$ cat src/rtl/accum_burst_ctrl.sv
// Burst sequencer for the 8-bit accumulator stage: clears it, streams LEN samples
// over valid/ready, then captures the final sum and a sticky overflow flag.
module accum_burst_ctrl #(
  parameter int unsigned DATA_W = 8,
  parameter int unsigned LEN_W  = 8
) (
  input  logic              clock,
  input  logic              clear,
  input  logic              start,
  input  logic [LEN_W-1:0]  len,
  input  logic [DATA_W-1:0] s_data,
  input  logic              s_valid,
  output logic              s_ready,
  output logic [DATA_W-1:0] in1,
  output logic              acc,
  output logic              acc_clr,
  input  logic [DATA_W-1:0] acc_out,
  input  logic              overflow,
  output logic              busy,
  output logic              done,
  output logic [DATA_W-1:0] result,
  output logic              ovf_flag
);

  typedef enum logic [2:0] {IDLE, CLR, RUN, SETTLE, DONE} state_t;

  state_t           state;
  logic [LEN_W-1:0] remaining;
  logic             ovf_sticky;

  // Handshake and accumulator controls decode directly from the state.
  assign s_ready = (state == RUN);
  assign acc     = s_valid & s_ready;
  assign in1     = s_ready ? s_data : '0;
  assign busy    = (state != IDLE);
  assign acc_clr = clear | (state == CLR);

  // Wrap flag is gathered privately and published with the sum, so the
  // visible result/ovf_flag pair only moves on completion or reset.
  always_ff @(posedge clock) begin
    if (clear) begin
      state      <= IDLE;
      remaining  <= '0;
      ovf_sticky <= 1'b0;
      result     <= '0;
      ovf_flag   <= 1'b0;
      done       <= 1'b0;
    end else begin
      done <= 1'b0;
      case (state)
        IDLE: begin
          if (start) begin
            if (len != '0) begin
              remaining <= len;
              state     <= CLR;
            end else begin
              result   <= '0;
              ovf_flag <= 1'b0;
              done     <= 1'b1;
              state    <= DONE;
            end
          end
        end
        CLR: begin
          ovf_sticky <= 1'b0;
          state      <= RUN;
        end
        RUN: begin
          if (acc) begin
            remaining  <= remaining - LEN_W'(1);
            ovf_sticky <= ovf_sticky | overflow;
            if (remaining == LEN_W'(1)) state <= SETTLE;
          end
        end
        SETTLE: begin
          result   <= acc_out;
          ovf_flag <= ovf_sticky;
          done     <= 1'b1;
          state    <= DONE;
        end
        DONE:    state <= IDLE;
        default: state <= IDLE;
      endcase
    end
  end

endmodule

$ cat config.mk
export PLATFORM = sky130hd
export DESIGN_NAME = accum_burst_ctrl
export DESIGN_NICKNAME = d
export VERILOG_FILES = /design/src/rtl/accum_burst_ctrl.sv
export SDC_FILE = /design/constraint.sdc
export NUM_CORES = 1
export LEC_CHECK = 0
export ABC_CLOCK_PERIOD_IN_PS = 2200
export CAP_MARGIN = 15
export CORE_ASPECT_RATIO = 1.4
export CORE_MARGIN = 4
export CORE_UTILIZATION = 40
export CTS_BUF_LIST = sky130_fd_sc_hd__clkbuf_8
export CTS_CLUSTER_DIAMETER = 50
export DETAILED_ROUTE_END_ITERATION = 6
export DONT_BUFFER_PORTS = 1
export PLACE_DENSITY = 0.55
export SLEW_MARGIN = 20
export SYNTH_ARGS = -nofsm -noshare
export SYNTH_HDL_FRONTEND = slang
export SYNTH_SLANG_ARGS = --single-unit
$ cat constraint.sdc
create_clock -name clock -period 2.2 [get_ports clock]
set_input_delay 0.44 -clock clock [delete_from_list [all_inputs] [get_ports clock]]
set_output_delay 0.44 -clock clock [all_outputs]
set_load 0.01 [all_outputs]
==> summary.md <==
| Metric | Value |
|---|---|
| Internal cell power | `702 uW` |
| Unique masters post-synth | `a little over 40` |
| Cells after Synth | `127` |
| Synth Flop Type | `dfxtp_1` |
| Worst slew pin tran | `~0.53 ns` |
| Peak supply drop | `0.000360 V` |
| Final hold violations | `0` |
| Syn Nets | `roughly 160` |
| Clock Skew | `around 0.0025 ns` |
| GRT overflow | `0` |
| Fillcell total | `around 260` |
| IO Pins | `51` |
| Post-synthesis adder-cell area fraction | `2.21%` |
| CTS Root Cell | `clkbuf_8` |
| Ratio of cells with drive above 1 in the final layout | `between 10% and 20%` |
| Initial Util | `between 40% and 50%` |
| DIE WIDTH | `~53 um` |
| 1st-iter DRT viols | `28` |
| DRT Pass-1 Iters | `4` |
| Area growth syn-to-layout | `8.16%` |
| Number of flops mapped to enable cells by yosys | `0` |
| Synth top cells by count | `22 x dfxtp_1, 14 x nand2_1, 9 x a22o_1, 9 x and2_1, 6 x inv_1` |
| Net Sw Frac | `between 30% and 40%` |
| Synth Area in Compound Gates | `between 20 and 30%` |
| Synth Area in XOR/XNOR | `0.772%` |
| Vias | `between 900 and 1,000` |
| Fmax | `a little under 500 MHz` |
| CTS Buffer Depth | `2` |
| Slew margin rel. | `roughly 64%` |
| CTS Hold Bufs | `0` |
| TritonCTS Sinks | `22` |
| WL per Instance | `17.8 um` |
| Synthesized cell area | `approximately 1100 um2` |
| GRT Util Overall | `16.1%` |
| RSZ-0062 raised after global routing | `no` |
| Final Total Pwr | `~1000 uW` |
| Final setup TNS | `0 ns` |
| Critical path arrival | `1.64 ns` |
| First-pass GRT wire length | `roughly 4600 um` |
| Routability cong. | `approximately 0.83` |
| Ys async rst share | `0%` |
| CTS clk-pin slew, worst paths | `0.07 ns` |
| H-tree level count | `1` |
| Worst Hold Class | `in -> reg` |
| Core Box Area | `2670 um2` |
| Worst-path cell chain | `or3b_1 -> inv_2 -> nand2_1 -> inv_1` |
| CTS tree | `yes` |
| CP max FO | `11` |
| Remaining antenna violation count | `0` |
| Biggest area consumer among synthesized cells | `dfxtp_1` |
| Worst-Skew Late Latency | `0.25 ns` |
| Final setup viols | `0` |
| Pwr dens | `approximately 850 nW/um2` |
| Simple-Gate Fraction of Synth Area | `a little under a quarter` |
| CP Capture Type | `primary output` |
| Die area | `approximately 3800 um2` |
| Top-count cell post-synth | `dfxtp_1` |
| Leak | `0.000495 uW` |
| IO buf count | `0` |
| Clk pwr share | `about 23%` |
| Syn avg cell area | `a little under 9 um2` |
| Die Ht | `between 70 and 80 um` |
| Startpoint types | `flop` |
| YS warnings | `0` |
| Largest family of logic cells by synthesized area | `compound AO/OA/AOI/OAI gates` |
| ANT cells | `0` |
| Vias in the first global route | `964` |
| Power share of the combinational group | `a little under a third` |
| Status | `complete, no violations` |
| Top cells by area, synth | `dfxtp_1 39%, a22o_1 6.9%, and2_1 5.0%` |
| Initial antenna violation count | `0` |
| Site Rows | `22` |
| Crit Path Class | `reg -> out` |
| Drt total wl | `a little under 3000 um` |
| Detailed Place HPWL | `approximately 2300 um` |
| Post-CTS Setup Repair Bufs | `0` |
| Req. time, crit path | `1.76 ns` |
| Residual DRC | `0` |
| Max-cap viol count | `0` |
| Sequential element share of the synthesized area | `38.8%` |
| CP max-delay cell | `or3b_1` |
| Switching pwr | `347 uW` |
| Period utilization | `a little over nine tenths` |
| Vias per cell | `between 5 and 6` |
| Mux cell area share after synthesis | `less than 1%` |
| Layout Nets | `162` |
| FF+latch count, synth | `22` |
| Post-layout min period | `a little over 2 ns` |
| Critical path's largest stage delay | `about 0.45 ns` |
| Sequential share of power | `45.6%` |
| Max Transition Viols Final | `0` |
| CTS buffer count | `3` |
| Largest net degree at the start of global routing | `14` |
| Share of the synthesized area in the top cell type | `about 39%` |
| Post-CTS Resized | `0` |
==> path summary, 6_finish.rpt <==
kind | start | to | slack, ns | cells past startpoint
worst max-delay path | state[0] | acc | 0.12 | 4
worst min-delay path | clear | remaining[1] | 0.25 | 1
worst max register to register | state[0] | remaining[7] | 0.26 | 5
worst min register to register | remaining[4] | remaining[4] | 0.47 | 2
==> registers in the layout (all words and copies together) (netlist names) <==
signal	count
result	8
remaining	8
state	3
done	1
ovf_sticky	1
ovf_flag	1
==> routing by layer <==
metal | up-vias | routed length, um | track usage (%)
li1 | 471 | - | -
met1 | 457 | 1080 | 18.5
met2 | 38 | 1530 | 26.2
met3 | 4 | 284 | 5.05
met4 | 0 | 39 | 8.24
met5 | - | 0 | 0
==> layout by cell type (no fill, tap or decap), types with 2 or more instances in the layout <==
master	n
and2_1	9
o21ai_0	2
o32ai_1	5
a22oi_1	5
inv_1	6
buf_4	5
nor3_1	4
nand3_1	4
and3_1	2
clkbuf_8	3
o31a_1	3
dfxtp_1	22
ha_1	2
a21oi_1	5
nand2_1	14
nor2_1	4
a22o_1	9
or4_4	2
nand2b_1	2
==> cell type report <==
class | instances | area [um2] | area share [%]
Clock buffer | 3 | 41.3 | 3.36
Timing Repair Buffer | 5 | 37.5 | 3.06
Multi-Input combinational cell | 91 | 633 | 51.6
Sequential cell | 22 | 440 | 35.9
Inverter | 8 | 30.0 | 2.45
Tap cell | 36 | 45.0 | 3.67
==> power groups by stage <==
stage	logic [uW]	registers (uW)	clock network, uW
after floorplan	270	478	0
after global placement	331	486	0
after detailed placement	335	486	0
after CTS	336	478	251
after global routing	373	483	269
final	333	478	237
==> kinds of logic after synthesis <==
group                      count (synthesis)
DFF                                       22
muxes                                      1
adders and majority gates                  2
buffers and inverters                     14
AOI/OAI and AO/OA                         39
and+or+nand+nor                           48
xor gates and xnor gates                   1
==> through the flow <==
step,cell area (um2),hold WS (ns),setup slack (ns),utilization (%),cells
after floorplan,1130,0.438,0.336,-,127
after detailed placement,1190,0.465,0.253,44.4,162
after CTS,1230,0.237,0.124,46.0,165
after global routing,1230,0.228,0.0118,46.0,165
after global placement,1190,0.455,0.281,44.4,162
final,1230,0.247,0.124,46.0,165
==> critical path: cells and delay by family, from the launching register on <==
| kind | cells | cell delay [ns] |
|---|---|---|
| flip-flops | 1 | 0.39 |
| AND/OR/NAND/NOR | 2 | 0.69 |
| buffers and inverters | 2 | 0.30 |
Note: power is estimated with default switching activity, not from simulation.
==> RTL edit 1: new RTL, same flow settings <==
Change the parameter `LEN_W` from 8 to 16.
--- a/src/rtl/accum_burst_ctrl.sv
+++ b/src/rtl/accum_burst_ctrl.sv
@@ -3,5 +3,5 @@
 module accum_burst_ctrl #(
   parameter int unsigned DATA_W = 8,
-  parameter int unsigned LEN_W  = 8
+  parameter int unsigned LEN_W  = 16
 ) (
   input  logic              clock,
Ports: changed (resized len); port bits go from 51 to 59. The function was not compared with the original's and may differ.
==> RTL edit 1 against the original RTL <==
- setup slack improved by 0.049 ns
- wire length increased by 42%
- sequential power increased by 31%
- first-iteration DRC count increased to 2.8 times the old value
- worst hold slack got worse by 0.025 ns
- maximum frequency increased by 2.4%
- sequential share of layout area decreased by 2.3 points
- sequential cell count increased by 8
- total power increased by 38%
- critical endpoint is now s_ready
- largest power group unchanged
- final cell count increased by 51%
- synthesized area increased by 47%
- cell area increased by 46%
==> RTL edit 1: results (changes against the original RTL) <==
stage;metric;value;unit;change
final_layout;reg_top3;remaining: 16 flops, result: 8 flops, state: 3 flops;;was remaining: 8 flops, result: 8 flops, state: 3 flops
placed_design;place_congestion;0.7482;;was 0.8349
sta;setup_ws;0.1730;ns;was 0.1236 ns
hold_path;hold_end;remaining[10];;was remaining[1]
power;power.switching;0.0004730;W;was 0.0003469 W
clock_network;cts_buffers;5;;was 3
route;dr_wl_met2;2042;um;was 1530 um
route;via_per_inst;6.137;;was 5.879
final_layout;final_area;1789;sq um;was 1227 sq um
floorplan;taps;43;;was 36
final_layout;buf_share;0.02797;;was 0.03058
logic_synthesis;synthTopCellsByCount;dfxtp_1, a21oi_1, nor2_1;;was dfxtp_1, nand2_1, a22o_1, and2_1, inv_1
logic_synthesis;synthMuxAreaShare;0.006742;;was 0.008820
final_layout;clkbuf_count;6;;was 3
route;dr.first_iter.drc_count;79;;was 28
final_layout;nFillCells;424;;was 262
logic_synthesis;synth_xor_area_frac;0.005243;;was 0.007718
power;leakage;0.7113;nW;was 0.4952 nW
logic_synthesis;ys_ff_latch;30;;was 22
power;pwr-share-comb;0.245;;was 0.318
critical_path;worst-path-max-fanout;13;;was 11
global_route;grt_pass1_wl;6837;um;was 4595 um
placed_design;dp_cells;241;;was 162
logic_synthesis;syn_nets;247;;was 158
power;ir_drop;348.5;uV;was 360.3 uV
final_layout;multi_input_area_share;0.5427;;was 0.5158
final_layout;final-clk-cell-share;0.05315;;was 0.03364
placed_design;dp_hpwl;3091;um;was 2304 um
logic_synthesis;syn_inst;208;;was 127
global_route;grt_max_degree;33;;was 14
final_layout;drive_gt1_frac;0.1019;;was 0.1240
global_route;grt_use_met1;0.1807;;was 0.1848
route;routed-wl-met3;314;um;was 284 um
final_layout;comb.multi_input.count;158;;was 91
global_route;met2_usage;0.2777;;was 0.2624
final_layout;sh_seq_area;0.3357;;was 0.3588
clock_network;clk_latency;0.28;ns;was 0.25 ns
status;status;completed;;unchanged
logic_synthesis;synth_fa_ha_area_frac;0.01498;;was 0.02205
critical_path;r2r-end;result[1];;was remaining[7]
global_route;grt_pass1_vias;1487;;was 964
power;clockPowerShare;0.323;;was 0.226
sta;maxSlewHeadroom;0.5882;;was 0.6441
critical_path;reg2reg_slack;0.35;ns;was 0.26 ns
critical_path;reg2reg_from;state[1];;was state[0]
logic_synthesis;synth_compound_area_frac;0.2809;;was 0.2845
global_route;met3_usage;0.04819;;was 0.05053
[RTL edit 1: cell types whose count changed after synthesis, moves of 6 or more]
| cell | unedited run | this run |
|---|---|---|
| dfxtp_1 | 22 | 30 |
| a21oi_1 | 5 | 24 |
| and3_1 | 2 | 11 |
| nor2_1 | 4 | 18 |
| nand2b_1 | 2 | 8 |
| and2_1 | 9 | 1 |
| o21ai_0 | 2 | 10 |
[RTL edit 1: how the worst max path moves through the flow]
stage | cells after the start | endpoint | slack (ns) | start
2_1_floorplan | 5 | ovf_flag | 0.59 | len[8]
3_3_place_gp | 5 | ovf_flag | 0.32 | len[8]
3_5_place_dp | 5 | result[1] | 0.26 | len[8]
4_1_cts | 2 | s_ready | 0.16 | state[1]
5_1_grt | 2 | s_ready | 0.11 | state[1]
6_report | 2 | s_ready | 0.17 | state[1]
[RTL edit 1: critical path, cell delays in order (launching register included)]
cell and delay, ns:
dfxtp_1 0.44, or3b_1 0.55, inv_2 0.31
==> RTL edit 2: new RTL, config.mk and constraints unchanged <==
Without the edit above. Encoding of `state_t`: now Gray code (3 bits for 5 states).
--- a/src/rtl/accum_burst_ctrl.sv
+++ b/src/rtl/accum_burst_ctrl.sv
@@ -23,5 +23,5 @@
 );
 
-  typedef enum logic [2:0] {IDLE, CLR, RUN, SETTLE, DONE} state_t;
+  typedef enum logic [2:0] {IDLE = 3'b000, CLR = 3'b001, RUN = 3'b011, SETTLE = 3'b010, DONE = 3'b110} state_t;
 
   state_t           state;
Behaviour: no difference found for any inputs over 10 cycles, from zero or initial values; not proved beyond that.
==> RTL edit 2 against the original RTL <==
- register-to-register slack gained 0.20 ns
- cell area grew 2.3%
- final cell count grew 12%
- clock power grew 23%
- clock skew grew 0.0011 ns
- setup slack gained 0.091 ns
- wire length grew 4.1%
- highest routed layer unchanged
- sequential cell count is the same
- synthesized area grew 3.3%
- total power shrank 8.5%
==> RTL edit 2: results (changes against the original RTL) <==
stage;metric;value;unit;change
final_layout;buf_share;0.01195;;was 0.03058
final_layout;clkbuf_count;4;;was 3
power;total_power;0.0009595;W;was 0.001049 W
final_layout;drive_gt1_frac;0.07432;;was 0.1240
route;dr_total_vias;1078;;was 970
logic_synthesis;ys_top_cells_by_area;dfxtp_1, a21oi_1, a221o_1;;was dfxtp_1, a22o_1, and2_1
final_layout;comb.multi_input.count;112;;was 91
final_layout;nFillCells;292;;was 262
power;ir_drop;399.6;uV;was 360.3 uV
critical_path;crit_slowest_cell;dfxtp_1;;was or3b_1
logic_synthesis;syn_inst;151;;was 127
placed_design;dp_hpwl;2299;um;was 2304 um
critical_path;r2r-end;remaining[0];;was remaining[7]
critical_path;worst-path-max-fanout;17;;was 11
power;leakage;0.4369;nW;was 0.4952 nW
route;dr.first_iter.drc_count;22;;was 28
final_layout;multi_input_area_share;0.5299;;was 0.5158
sta;fin_worst_skew;0.003650;ns;was 0.002526 ns
sta;maxSlewHeadroom;0.4525;;was 0.6441
power;clockPowerShare;0.305;;was 0.226
placed_design;place_congestion;0.7806;;was 0.8349
sta;finalHoldWorstSlack;0.2373;ns;was 0.2474 ns
power;power.internal;0.0006705;W;was 0.0007017 W
final_layout;buffers_excl_clock;2;;was 5
logic_synthesis;synthTopCellsByCount;dfxtp_1, a21oi_1, nand2_1;;was dfxtp_1, nand2_1, a22o_1, and2_1, inv_1
route;wl;3053;um;was 2932 um
clock_network;clk_latency;0.27;ns;was 0.25 ns
power;pwr-share-comb;0.208;;was 0.318
global_route;grt_pass1_wl;5016;um;was 4595 um
hold_path;hold_end;result[5];;was remaining[1]
clock_network;htreeDepth;1;;unchanged
final_layout;sh_seq_area;0.3506;;was 0.3588
final_layout;final_cells;185;;was 165
placed_design;dp_cells;181;;was 162
critical_path;reg2reg_slack;0.46;ns;was 0.26 ns
global_route;grt_pass1_vias;1166;;was 964
status;status;completed;;unchanged
[RTL edit 2: metrics by stage]
| stage | utilization | area, sq um | setup WS [ns] |
|---|---|---|---|
| after global placement | 0.4185 | 1192 | 0.2866 |
| after global routing | 0.4409 | 1256 | 0.04097 |
| after floorplan | - | 1172 | 0.5114 |
| final | 0.4409 | 1256 | 0.2143 |
| after detailed placement | 0.4185 | 1192 | 0.2565 |
| after CTS | 0.4379 | 1247 | 0.001887 |
[RTL edit 2: metal layers]
metal,GRT usage,vias up,wire length [um]
li1,-,537,-
met1,0.1918,492,1175
met2,0.2925,44,1544
met3,0.05544,5,277
met4,0.06818,0,55
met5,0,-,0
[RTL edit 2: cell families (layout without fill, tap and decap cells)]
group | Yosys count | after routing | share of synthesized area
compound gates | 54 | 54 | 0.2956
fa+ha+maj | 2 | 2 | 0.02134
buf+inv | 17 | 14 | 0.06083
flops | 22 | 22 | 0.3757
simple gates | 56 | 56 | 0.2465
